`config.mk`:
```
export PLATFORM = sky130hd
export DESIGN_NAME = mobile_dial_ctrl
export DESIGN_NICKNAME = d
export VERILOG_FILES = /design/src/rtl/mobile_dial_ctrl.sv
export SDC_FILE = /design/constraint.sdc
export NUM_CORES = 1
export LEC_CHECK = 0
export CORE_MARGIN = 3
export CORE_UTILIZATION = 45
export CTS_CLUSTER_DIAMETER = 50
export DETAILED_ROUTE_END_ITERATION = 8
export SYNTH_ARGS = -nofsm -noshare
export SYNTH_HDL_FRONTEND = slang
export SYNTH_SLANG_ARGS = --single-unit
```
`constraint.sdc`:
```
create_clock -name clk -period 3.6 [get_ports clk]
set_input_delay 0.72 -clock clk [delete_from_list [all_inputs] [get_ports clk]]
set_output_delay 0.72 -clock clk [all_outputs]
set_load 0.01 [all_outputs]
```
`src/rtl/mobile_dial_ctrl.sv`:
```
// -----------------------------------------------------------------------------
// mobile_dial_ctrl
//
// Purpose:
//   Holds a small store of 4-bit dial digits and, on request, plays them out
//   one at a time over a valid/ready handshake. Consecutive digits are
//   separated by a programmable number of idle cycles.
//
// Parameters:
//   NUM_DIGITS  digits per dial sequence (1..16)
//   GAP_CYCLES  idle cycles between an accepted digit and the next offer (0..255)
//
// Optional feature (compile-time macro):
//   MOBILE_DIAL_BCD_CHECK_EN  when defined, a stored value above 9 is refused
//                             as it comes up for sending: err pulses and the
//                             sequence ends without done. When undefined,
//                             every value is sent unchanged and err stays 0.
//
// Ports:
//   clk         sole clock, rising edge
//   rst         asynchronous active-high reset
//   load_en     digit store write strobe (honoured only while idle)
//   load_idx    digit store write address
//   load_digit  digit value to store
//   start       single-cycle request to begin a sequence
//   abort       ends an active sequence without done
//   dig_ready   downstream sink accepts the offered digit
//   dig_valid   dig_out/dig_idx carry a valid digit
//   dig_out     current digit value (0 when not valid)
//   dig_idx     position of the current digit (0 when not valid)
//   busy        high in any state other than IDLE
//   done        one-cycle pulse when the last digit has been accepted
//   err         one-cycle pulse on a refused digit value
// -----------------------------------------------------------------------------
module mobile_dial_ctrl #(
  parameter int NUM_DIGITS = 10,
  parameter int GAP_CYCLES = 4
) (
  input  logic       clk,
  input  logic       rst,
  input  logic       load_en,
  input  logic [3:0] load_idx,
  input  logic [3:0] load_digit,
  input  logic       start,
  input  logic       abort,
  input  logic       dig_ready,
  output logic       dig_valid,
  output logic [3:0] dig_out,
  output logic [3:0] dig_idx,
  output logic       busy,
  output logic       done,
  output logic       err
);

  typedef enum logic [1:0] {
    IDLE = 2'd0,
    SEND = 2'd1,
    GAP  = 2'd2,
    DONE = 2'd3
  } state_t;

  localparam logic [3:0] LAST_IDX  = 4'(NUM_DIGITS - 1);
  localparam logic [4:0] NUM_DIG_W = 5'(NUM_DIGITS);
  localparam logic [7:0] GAP_LOAD  = 8'(GAP_CYCLES);

  state_t     r_state;
  state_t     w_state_nxt;
  logic [3:0] r_idx;
  logic [3:0] w_idx_nxt;
  logic [7:0] r_gap_cnt;
  logic [7:0] w_gap_cnt_nxt;

  // The store is always 16 deep so a 4-bit index never runs off the end;
  // entries at or above NUM_DIGITS are never written and stay at zero.
  logic [3:0] r_store [16];

  logic [3:0] w_cur_digit;
  logic       w_bad_digit;
  logic       w_accept;
  logic       w_load_ok;

  assign w_cur_digit = r_store[r_idx];
  assign w_load_ok   = load_en && (r_state == IDLE) && ({1'b0, load_idx} < NUM_DIG_W);

`ifdef MOBILE_DIAL_BCD_CHECK_EN
  // Checked combinationally while sitting in SEND, so the refused digit is
  // never presented as valid and the FSM leaves SEND on the following edge.
  assign w_bad_digit = (r_state == SEND) && (w_cur_digit > 4'd9);
`else
  assign w_bad_digit = 1'b0;
`endif

  // Outputs are decoded from registered state so an asynchronous reset
  // clears them immediately, without waiting for a clock edge.
  always_comb begin
    dig_valid = (r_state == SEND) && !w_bad_digit;
    dig_out   = dig_valid ? w_cur_digit : 4'd0;
    dig_idx   = dig_valid ? r_idx : 4'd0;
    busy      = (r_state != IDLE);
    // An abort landing on the completion cycle cancels the done pulse.
    done      = (r_state == DONE) && !abort;
    err       = w_bad_digit;
  end

  assign w_accept = dig_valid && dig_ready;

  always_comb begin
    w_state_nxt   = r_state;
    w_idx_nxt     = r_idx;
    w_gap_cnt_nxt = r_gap_cnt;
    case (r_state)
      IDLE: begin
        if (start) begin
          w_state_nxt   = SEND;
          w_idx_nxt     = 4'd0;
          w_gap_cnt_nxt = 8'd0;
        end
      end
      SEND: begin
        // Abort wins over a same-cycle accept: the beat still transfers on
        // the handshake, but the sequence ends here.
        if (abort || w_bad_digit) begin
          w_state_nxt   = IDLE;
          w_idx_nxt     = 4'd0;
          w_gap_cnt_nxt = 8'd0;
        end else if (w_accept) begin
          if (r_idx == LAST_IDX) begin
            w_state_nxt = DONE;
          end else begin
            w_idx_nxt = r_idx + 4'd1;
            if (GAP_CYCLES == 0) begin
              w_state_nxt = SEND;
            end else begin
              w_state_nxt   = GAP;
              w_gap_cnt_nxt = GAP_LOAD;
            end
          end
        end
      end
      GAP: begin
        if (abort) begin
          w_state_nxt   = IDLE;
          w_idx_nxt     = 4'd0;
          w_gap_cnt_nxt = 8'd0;
        end else if (r_gap_cnt <= 8'd1) begin
          // Counter is loaded with GAP_CYCLES, so leaving on the count of 1
          // gives exactly GAP_CYCLES idle cycles.
          w_state_nxt   = SEND;
          w_gap_cnt_nxt = 8'd0;
        end else begin
          w_gap_cnt_nxt = r_gap_cnt - 8'd1;
        end
      end
      DONE: begin
        w_state_nxt   = IDLE;
        w_idx_nxt     = 4'd0;
        w_gap_cnt_nxt = 8'd0;
      end
      default: begin
        w_state_nxt   = IDLE;
        w_idx_nxt     = 4'd0;
        w_gap_cnt_nxt = 8'd0;
      end
    endcase
  end

  always_ff @(posedge clk or posedge rst) begin
    if (rst) begin
      r_state   <= IDLE;
      r_idx     <= 4'd0;
      r_gap_cnt <= 8'd0;
    end else begin
      r_state   <= w_state_nxt;
      r_idx     <= w_idx_nxt;
      r_gap_cnt <= w_gap_cnt_nxt;
    end
  end

  // A load in the same cycle as start lands on this edge, ahead of the
  // first SEND cycle, so the sequence sees the new value.
  always_ff @(posedge clk or posedge rst) begin
    if (rst) begin
      for (int i = 0; i < 16; i++) begin
        r_store[i] <= 4'd0;
      end
    end else if (w_load_ok) begin
      r_store[load_idx] <= load_digit;
    end
  end

endmodule

```
# == Word-level counts from Yosys, hierarchy flattened ==
# Index checks and enable logic that the tools add are counted.
# totals
ff_bits,78
inputBits,14
out_inout_bits,12
elab_cells,76
# classes
add_sub_neg,2
magnitude_cmp,5
eq_ne,9
n_mux,28
bitwise_logic,2
n_reduce_logical,11
# ops
operator,count
64-bit bitwise mux,1
8-bit 2-to-1 mux,6
4-bit 2-to-1 mux,10
8-bit case mux with 4 select lines,1
4-bit binary-select mux with 4-bit select,1
4-bit demux with 4-bit select,1
4-bit case mux with 4 select lines,1
5-bit >= comparator (second input constant),2
2-bit 2-to-1 mux,5
4-bit NOT with 5-bit output,2
8-bit by 1-bit less-or-equal comparator with 1-bit output (second input constant),1
2-bit case mux with 4 select lines,1
8-bit by 1-bit subtractor with 8-bit output (second input constant),1
3-bit inequality test (second input constant),2
3-bit AND reduction,2
1-bit logical AND,5
5-bit by 1-bit less-than comparator with 1-bit output (second input constant),1
4-bit by 1-bit adder with 4-bit output (second input constant),1
2-bit == test (second input constant),2
4-bit == test (second input constant),1
4-bit less-than comparator (second input constant),1
2-bit inequality test (second input constant),2
4-bit AND reduction,1
3-bit by 2-bit inequality test with 1-bit output (second input constant),1
5 further kinds,5

# == Longest topological paths before layout ==
# Gate-level depths: netlist of run 1.
# depth
ltp_word,6
mapped_depth,7
depth_no_buf,6

# == Least setup slack after synthesis of run 1 ==
# No wires, ideal clock.
# synth_path
path_kind,reg-to-output
startpoint,register r_idx[0]
endpoint,output dig_out[2]
arrival_time_ns,1.568
t_required_ns,2.880
setup_slack_ns,1.312
path_stages_with_launch,8
path_buffers,3
path_cell_list,dfrtp_1 clkbuf_1 buf_4 buf_4 mux2i_1 a22oi_1 nand3_1 o22ai_1
# synth_between
elab_chain_cells,5
# synth_lines
item,line_no,source
from (decl),68,logic [3:0] r_idx;
from (signal assigned),174,r_idx <= w_idx_nxt;
4-bit NOT with 5-bit output (not written as such),82,assign w_cur_digit = r_store[r_idx];
4-bit binary-select mux with 4-bit select,82,
4-bit 2-to-1 mux (not written as such) (2 in series),82,
4-bit 2-to-1 mux,97,dig_out = dig_valid ? w_cur_digit : 4'd0;
to (decl),48,"output logic [3:0] dig_out,"
# No other way between the ends. The select of a mux whose other input is x is not followed.

# == Worst setup path after layout of run 1 ==
# Same ends and word-level chain as after synthesis.

==> reports/results.env, run 1 <==
CP_MAX_FO=24
SYNTH_ASYNC_SR_FLOP_SHARE_PCT=100
RRSETUPSLACK_NS=1.25
DIE_HEIGHT_UM=98.1
GRT_FIRST_PASS_WIRELENGTH_MM=12.7
FINAL.SETUP.TNS_NS=0
WORST_EP_ARRIVAL_TIME_NS=2.44
FIN_NETS=346
HIGHEST_CLOCK_FREQUENCY_THE_DESIGN_CAN_MEET_MHz=317
SYNTH_TOP_CELL_BY_AREA='dfrtp_1'
POST-ROUTE-PERIOD-UTIL_PCT=87.7
DETAIL_ROUTE.DRC_VIOLATIONS=0
POST-LAYOUT-TOTAL-POWER_W=0.00270
POST_CTS_RESIZED=0
SYNTH_LARGEST_TYPE_AREA_FRACTION_PCT=51.1
POST_SYNTH.CELL_AREA_AVG_UM2=11.9
VIA_PER_INST=5.49
CTS_BUF_COUNT=9
FP.DIEAREA_UM2=9620
FP.COREAREA_UM2=7970
ANTENNA_CELLS=0
ENDPOINT_OF_THE_MOST_CRITICAL_REGISTER_TO_REGISTER_PATH='r_idx[1]'
ANTENNA_LEFT=0
TIGHTEST_SLEW_NS=0.919
N_FILL_CELL=710
MULTI_INPUT_AREA_UM2=1660
SYNTH-SEQ-AREA-SHARE_PCT=51.1
GRT_SETUP_UNREPAIRED='false'
MAX-SLEW-MARGIN-REL_PCT=38.2
AREA_GROWTH_SYN_TO_LAYOUT_PCT=11.2
TIMING.HOLD.WORST.CLASS='register to register'
SYNTH-MAIN-FF-CELL='dfrtp_1'
SYNTH_CELL_TYPE_COUNT=50
SETUP_VIOL=0
WORST-SETUP-PATH-TYPE='register to output port'
WL_MM=7.39
CTS.CLK_SLEW.WORST_PATHS_NS=0.08
SYNTHESIS.NETS=343
CLOCK-SKEW-FINAL_NS=0.00638
IO_PINS=26
CLK-INSERTION-DELAY-LATE_NS=0.34
REGAREA_UM2=1950
GRT_START_MAX_NET_PINS=39
CRITPATHLAUNCHTYPE='register'
FIRSTDRTPASSITERS=4
CP_SLOWEST_CELL='dfrtp_1'
POWER-PER-CELL-AREA_nW_PER_UM2=636
CTSLONGESTPATHBUFFERS=2
PLACEMENT_ROWS=32
WORSTPATHBUFFERINVERTERCOUNT=2
PLACE_CONGESTION=0.779
CRIT-REG2REG-LAUNCH='r_idx[1]'
HOLD_BUFFERS=0
TIMING.HOLD.WORST_PATH_DEPTH=0
TOP_CELLS_BY_COUNT_SYNTH='dfrtp_1, mux2_2, clkbuf_1'
NUM_VIAS=2354
DIE_W_UM=98.1
GRT_USE_TOTAL_PCT=16.7
IR_DROP_mV=0.298
PORTBUFFERS=24
POST_ROUTE_CELLS_DRIVE_ABOVE_1_SHARE_PCT=23.5
HOLD-PATH-ENDPOINT='r_store[4]'
FIN_CRIT_NS=3.16
ENDPOINT_KIND='output port'
PEAK_PER_STAGE_DELAY_ON_THE_CRITICAL_PATH_NS=0.60
WORST-ENDPOINT-REQUIRED_NS=2.88
CLOCK_SINKS=78
MIN_FROM='r_store[4]'
CRITICAL_PATH_CELL_LIST='buf_12, mux4_2, mux2i_1, o22ai_1, clkdlybuf4s50_1'
INITIAL_UTILIZATION_PCT=47.9
HTREE_NUM_LEVELS=3
CLK_ROOT_BUFFER_CELL='clkbuf_8'
TIMING.CRITICAL_PATH.DEPTH=5
SYNTHMOSTINSTANTIATEDCELL='dfrtp_1'
CLOCK_TREE_FROM_TRITONCTS='built'
GRT.OVERFLOW.TOTAL=0
REPORT.FINAL.SLEW_VIOL_COUNT=0
INITIALDRTVIOLATIONCOUNT=71
MAX_CAP_VIOLATIONS=0
SYNTH_ENABLE_FLOP_CELLS=0
DETAIL_ROUTE.WL_PER_CELL_UM=17.2
FINAL_HOLD_VIOL_COUNT=0
SYNTH_CELLS=320
SYNTHTOPCELLSBYAREA='dfrtp_1, mux2_2, mux2i_1'
YS.WARNINGS.COUNT=0
CELL_AREA_AFTER_TECHNOLOGY_MAPPING_UM2=3820
CP_TOP_FAMILY='buffers and inverters'
REGISTER_BIT_TOTAL_FROM_SYNTHESIS=78
DETAILED_PLACE_HPWL_MM=5.46
TIMING.REG2REG.WORST_PATH_DEPTH=6
STATUS='completed'
ANTENNA_VIOLATIONS_BEFORE_REPAIR=0
FIRST_GLOBAL_VIAS=2451
P_LEAK_nW=1.93
CTS_POST_SETUP_BUFFERS_INSERTED=0
[sequential cells by signal, summed over array words and instances (netlist names)]
name / cells
r_store: 64
r_gap_cnt: 8
r_idx: 4
r_state: 2
[worst max path at each step]
stage                     startpoint           end  slack (ns)
after global routing        r_idx[0]    dig_out[2]        0.22
after floorplan                  rst  r_gap_cnt[0]        0.88
final                       r_idx[0]    dig_out[2]        0.44
after global placement      r_idx[0]    dig_out[3]        0.81
after CTS                   r_idx[0]    dig_out[3]        0.38
after detailed placement    r_idx[0]    dig_out[3]        0.76
[placed cells by master, fill, tap and decap left out, drive strengths merged, types with 2 or more instances in the layout]
cell           count
a211oi             5
a21oi              2
a22oi              4
a31oi              3
and2               5
and3               2
buf                5
clkbuf            10
clkdlybuf4s50     24
clkinv             2
clkinvlp           3
dfrtp             78
ha                 9
inv               13
mux2              41
mux2i             18
mux4               8
nand2             12
nand2b             4
nand3             10
nand3b             4
nor2              15
nor2b              8
nor3               4
nor4               3
o21ai              6
o22ai              7
o2bb2ai            2
[power breakdown]
group / internal, W / total [W] / switching [W]
Combinational: 0.000475 / 0.000865 / 0.000391
Clock: 0.000248 / 0.000568 / 0.000320
Sequential: 0.00111 / 0.00127 / 0.000157
[cell type report]
cell class	instances	area share, %
multi-input cells	192	39.2
clock inverters	5	0.854
repair buffers	29	6.84
well taps	102	3.01
clock buffers	10	3.01
inverters	13	1.15
flip-flops and latches	78	46.0
[metrics by stage]
| stage | cell area (um^2) | utilization [%] | hold WS, ns | std cells | setup slack (ns) |
|---|---|---|---|---|---|
| final | 4250 | 53.3 | 0.372 | 429 | 0.443 |
| after global routing | 4250 | 53.3 | 0.391 | 429 | 0.225 |
| after CTS | 4250 | 53.3 | 0.377 | 429 | 0.385 |
| after detailed placement | 4080 | 51.2 | 0.358 | 414 | 0.762 |
| after global placement | 4080 | 51.2 | 0.358 | 414 | 0.813 |
| after floorplan | 3820 | - | 0.422 | 320 | 0.885 |
[cells by family (layout without fill, tap and decap cells)]
group / after synthesis / after routing / synth area share [%]
AO/OA/AOI/OAI: 40 / 40 / 8.16
adder cells (fa/ha/maj): 9 / 9 / 2.95
other: 1 / 1 / 0.0982
flip-flops: 78 / 78 / 51.1
buffers and inverters: 50 / 57 / 5.28
AND/OR/NAND/NOR: 75 / 75 / 10.8
multiplexers: 67 / 67 / 21.5
[worst register-to-register path, cell delays in order, from the launching register on]
cell and delay, ns:
dfrtp_1 0.52, clkinv_1 0.31, ha_1 0.27, nand3b_1 0.09, nand3_1 0.25, o21ai_1 0.43, mux2_2 0.38
[layer usage]
metal	share of wire, %	vias up	track usage [%]
li1	-	1138	-
met1	49	1165	23.8
met2	47	40	25.9
met3	3.0	11	3.29
met4	1.4	0	5.11
met5	0	-	0
(Power assumes the default switching activity.)
==> run 2: changes to the inputs <==
Settings changed: CELL_PAD_IN_SITES_DETAIL_PLACEMENT set to 1, CELL_PAD_IN_SITES_GLOBAL_PLACEMENT set to 2, CORE_UTILIZATION 45 to 40, HOLD_SLACK_MARGIN set to 0.06, PLACE_DENSITY_LB_ADDON set to 0.1.
==> run 2 against run 1 <==
  * Register-to-register slack got worse by 0.05 ns
  * Critical path type unchanged
  * Global-route usage barely moved
  * First-iteration DRC count is 28% lower
  * Clock power grew 6.3%
  * Worst hold slack better by 0.0070 ns
  * Sequential share of layout area shrank 0.47 points
  * Largest power group unchanged
==> reports/results.env, run 2 (synthesis results as in run 1) <==
IR_DROP_mV=0.263
P_LEAK_nW=1.94
INITIAL_UTILIZATION_PCT=41.3
FIN_NETS=345
LARGEST_REGISTER_FF_COUNT=64
SETUP_VIOL=0
CP_SLOWEST_CELL='clkdlybuf4s50_1'
WORST_EP_ARRIVAL_TIME_NS=2.45
CLOCK_SINKS=78
CRITICAL_PATH_CELL_LIST='inv_1, ha_1, and2_1, nand3_1, o22ai_1, clkdlybuf4s50_1'
CRITPATHLAUNCHTYPE='register'
ENDPOINT_KIND='output port'
IO_PINS=26
MET2WIRELENGTH_MM=4.14
REPORT.FINAL.SLEW_VIOL_COUNT=0
GRT.OVERFLOW.TOTAL=0
INITIALDRTVIOLATIONCOUNT=51
CTS_POST_SETUP_BUFFERS_INSERTED=0
MOST-COMMON-LAYOUT-CELLS='dfrtp_1, mux2_2, clkdlybuf4s50_1'
DIE_HEIGHT_UM=104
MAX-SLEW-MARGIN-REL_PCT=45.8
MET1WIRELENGTH_MM=3.87
LARGEST_REGISTERS='r_store: 64 flops, r_gap_cnt: 8 flops, r_idx: 4 flops'
GRT_FIRST_PASS_WIRELENGTH_MM=14.3
DETAIL_ROUTE.WL_PER_CELL_UM=18.4
CTSLONGESTPATHBUFFERS=2
HOLD_BUFFERS=0
DETAIL_ROUTE.DRC_VIOLATIONS=0
CTS_BUF_COUNT=9
N_FILL_CELL=967
VIA_PER_INST=5.23
MOSTFREQUENTLAYOUTCELL='dfrtp_1'
POWER-PER-CELL-AREA_nW_PER_UM2=641
MET3_WIRELENGTH_UM=189
CP_MAX_FO=9
TOP_REGISTER='r_store'
TIGHTEST_SLEW_NS=0.805
AREA_GROWTH_SYN_TO_LAYOUT_PCT=12.4
WL_MM=8.40
PLACEMENT_ROWS=35
ANTENNA_CELLS=0
FIRSTDRTPASSITERS=4
WORST-ENDPOINT-REQUIRED_NS=2.88
DETAILED_PLACE_HPWL_MM=6.29
STATUS='completed'
POST-ROUTE-PERIOD-UTIL_PCT=87.9
NUM_VIAS=2385
CTS.CLK_SLEW.WORST_PATHS_NS=0.08
TIMING.HOLD.WORST.CLASS='register to register'
CLOCK_TREE_FROM_TRITONCTS='built'
PEAK_PER_STAGE_DELAY_ON_THE_CRITICAL_PATH_NS=0.57
ANTENNA_LEFT=0
CLK_ROOT_BUFFER_CELL='clkbuf_8'
HIGHEST_CLOCK_FREQUENCY_THE_DESIGN_CAN_MEET_MHz=316
RRSETUPSLACK_NS=1.20
CLK-INSERTION-DELAY-LATE_NS=0.35
CORE_UTIL_FINAL_PCT=46.4
POST_ROUTE_CELLS_DRIVE_ABOVE_1_SHARE_PCT=23.9
MAX_CAP_VIOLATIONS=0
HTREE_NUM_LEVELS=3
FP.DIEAREA_UM2=10800
FIRST_GLOBAL_VIAS=2633
POST_CTS_RESIZED=0
DIE_W_UM=104
GRT_START_MAX_NET_PINS=55
FP.COREAREA_UM2=9240
WORST-SETUP-PATH-TYPE='register to output port'
FIN_CRIT_NS=3.17
FINAL.SETUP.TNS_NS=0
FINAL_HOLD_VIOL_COUNT=0
PLACE_CONGESTION=0.771
CLOCK-SKEW-FINAL_NS=0.00843
GRT_SETUP_UNREPAIRED='false'
GRT_USE_TOTAL_PCT=16.7
ANTENNA_VIOLATIONS_BEFORE_REPAIR=0
PORTBUFFERS=24
ROUTED.TOP_LAYER='met4'
[run 2: cell count changes in the layout (fill, tap and decap cells not counted)]
cell	previous run	this run
clkinv_4	0	2
buf_4	4	3
clkbuf_1	1	0
clkinvlp_4	3	2
inv_8	0	1
[run 2: worst paths after layout]
path / start / endpoint / cells after the start
worst max-delay path: r_state[1] / dig_out[1] / 6
worst min-delay path: r_store[5] / r_store[5] / 0
worst max register to register: r_idx[1] / r_idx[1] / 6
worst min register to register: r_store[5] / r_store[5] / 0
max in group asynchronous: rst / r_gap_cnt[3] / 3
min in group asynchronous: rst / r_store[41] / 2
[run 2: cell type report]
type | instances | area, um^2 | area share, %
clock buffers | 9 | 124 | 2.89
clock inverters | 7 | 57.6 | 1.34
inverters | 13 | 48.8 | 1.14
multi-input cells | 192 | 1660 | 38.8
flip-flops and latches | 78 | 1950 | 45.5
well taps | 129 | 161 | 3.76
repair buffers | 28 | 283 | 6.59
[run 2: worst max-delay path, delay by kind of cell (launching register included)]
| family | cells | cell delay, ns |
|---|---|---|
| fa+ha+maj | 1 | 0.37 |
| simple gates | 2 | 0.41 |
| flops | 1 | 0.41 |
| compound gates | 1 | 0.21 |
| buf+inv | 2 | 0.70 |
[run 2: where the power goes]
group,internal (W),total [W],leakage [nW],switching [W]
logic,0.000468,0.000883,0.806,0.000415
clock network,0.000258,0.000604,0.0877,0.000346
registers,0.00111,0.00126,1.05,0.000154
[run 2: routing by layer]
| metal | up-vias | track usage [%] |
|---|---|---|
| met5 | - | 0 |
| met4 | 0 | 6.65 |
| met3 | 18 | 2.74 |
| met2 | 30 | 27.5 |
| met1 | 1202 | 22.1 |
| li1 | 1135 | - |
[run 2: per-stage QoR]
step / area [um^2] / std cells / worst slack [ns] / hold WS, ns / power [W]
floorplan: 3820 / 320 / 0.885 / 0.422 / 0.00188
global placement: 4110 / 440 / 0.812 / 0.359 / 0.00215
detailed placement: 4110 / 440 / 0.783 / 0.361 / 0.00218
CTS: 4290 / 456 / 0.395 / 0.381 / 0.00280
global route: 4290 / 456 / 0.284 / 0.385 / 0.00294
finish: 4290 / 456 / 0.435 / 0.379 / 0.00275
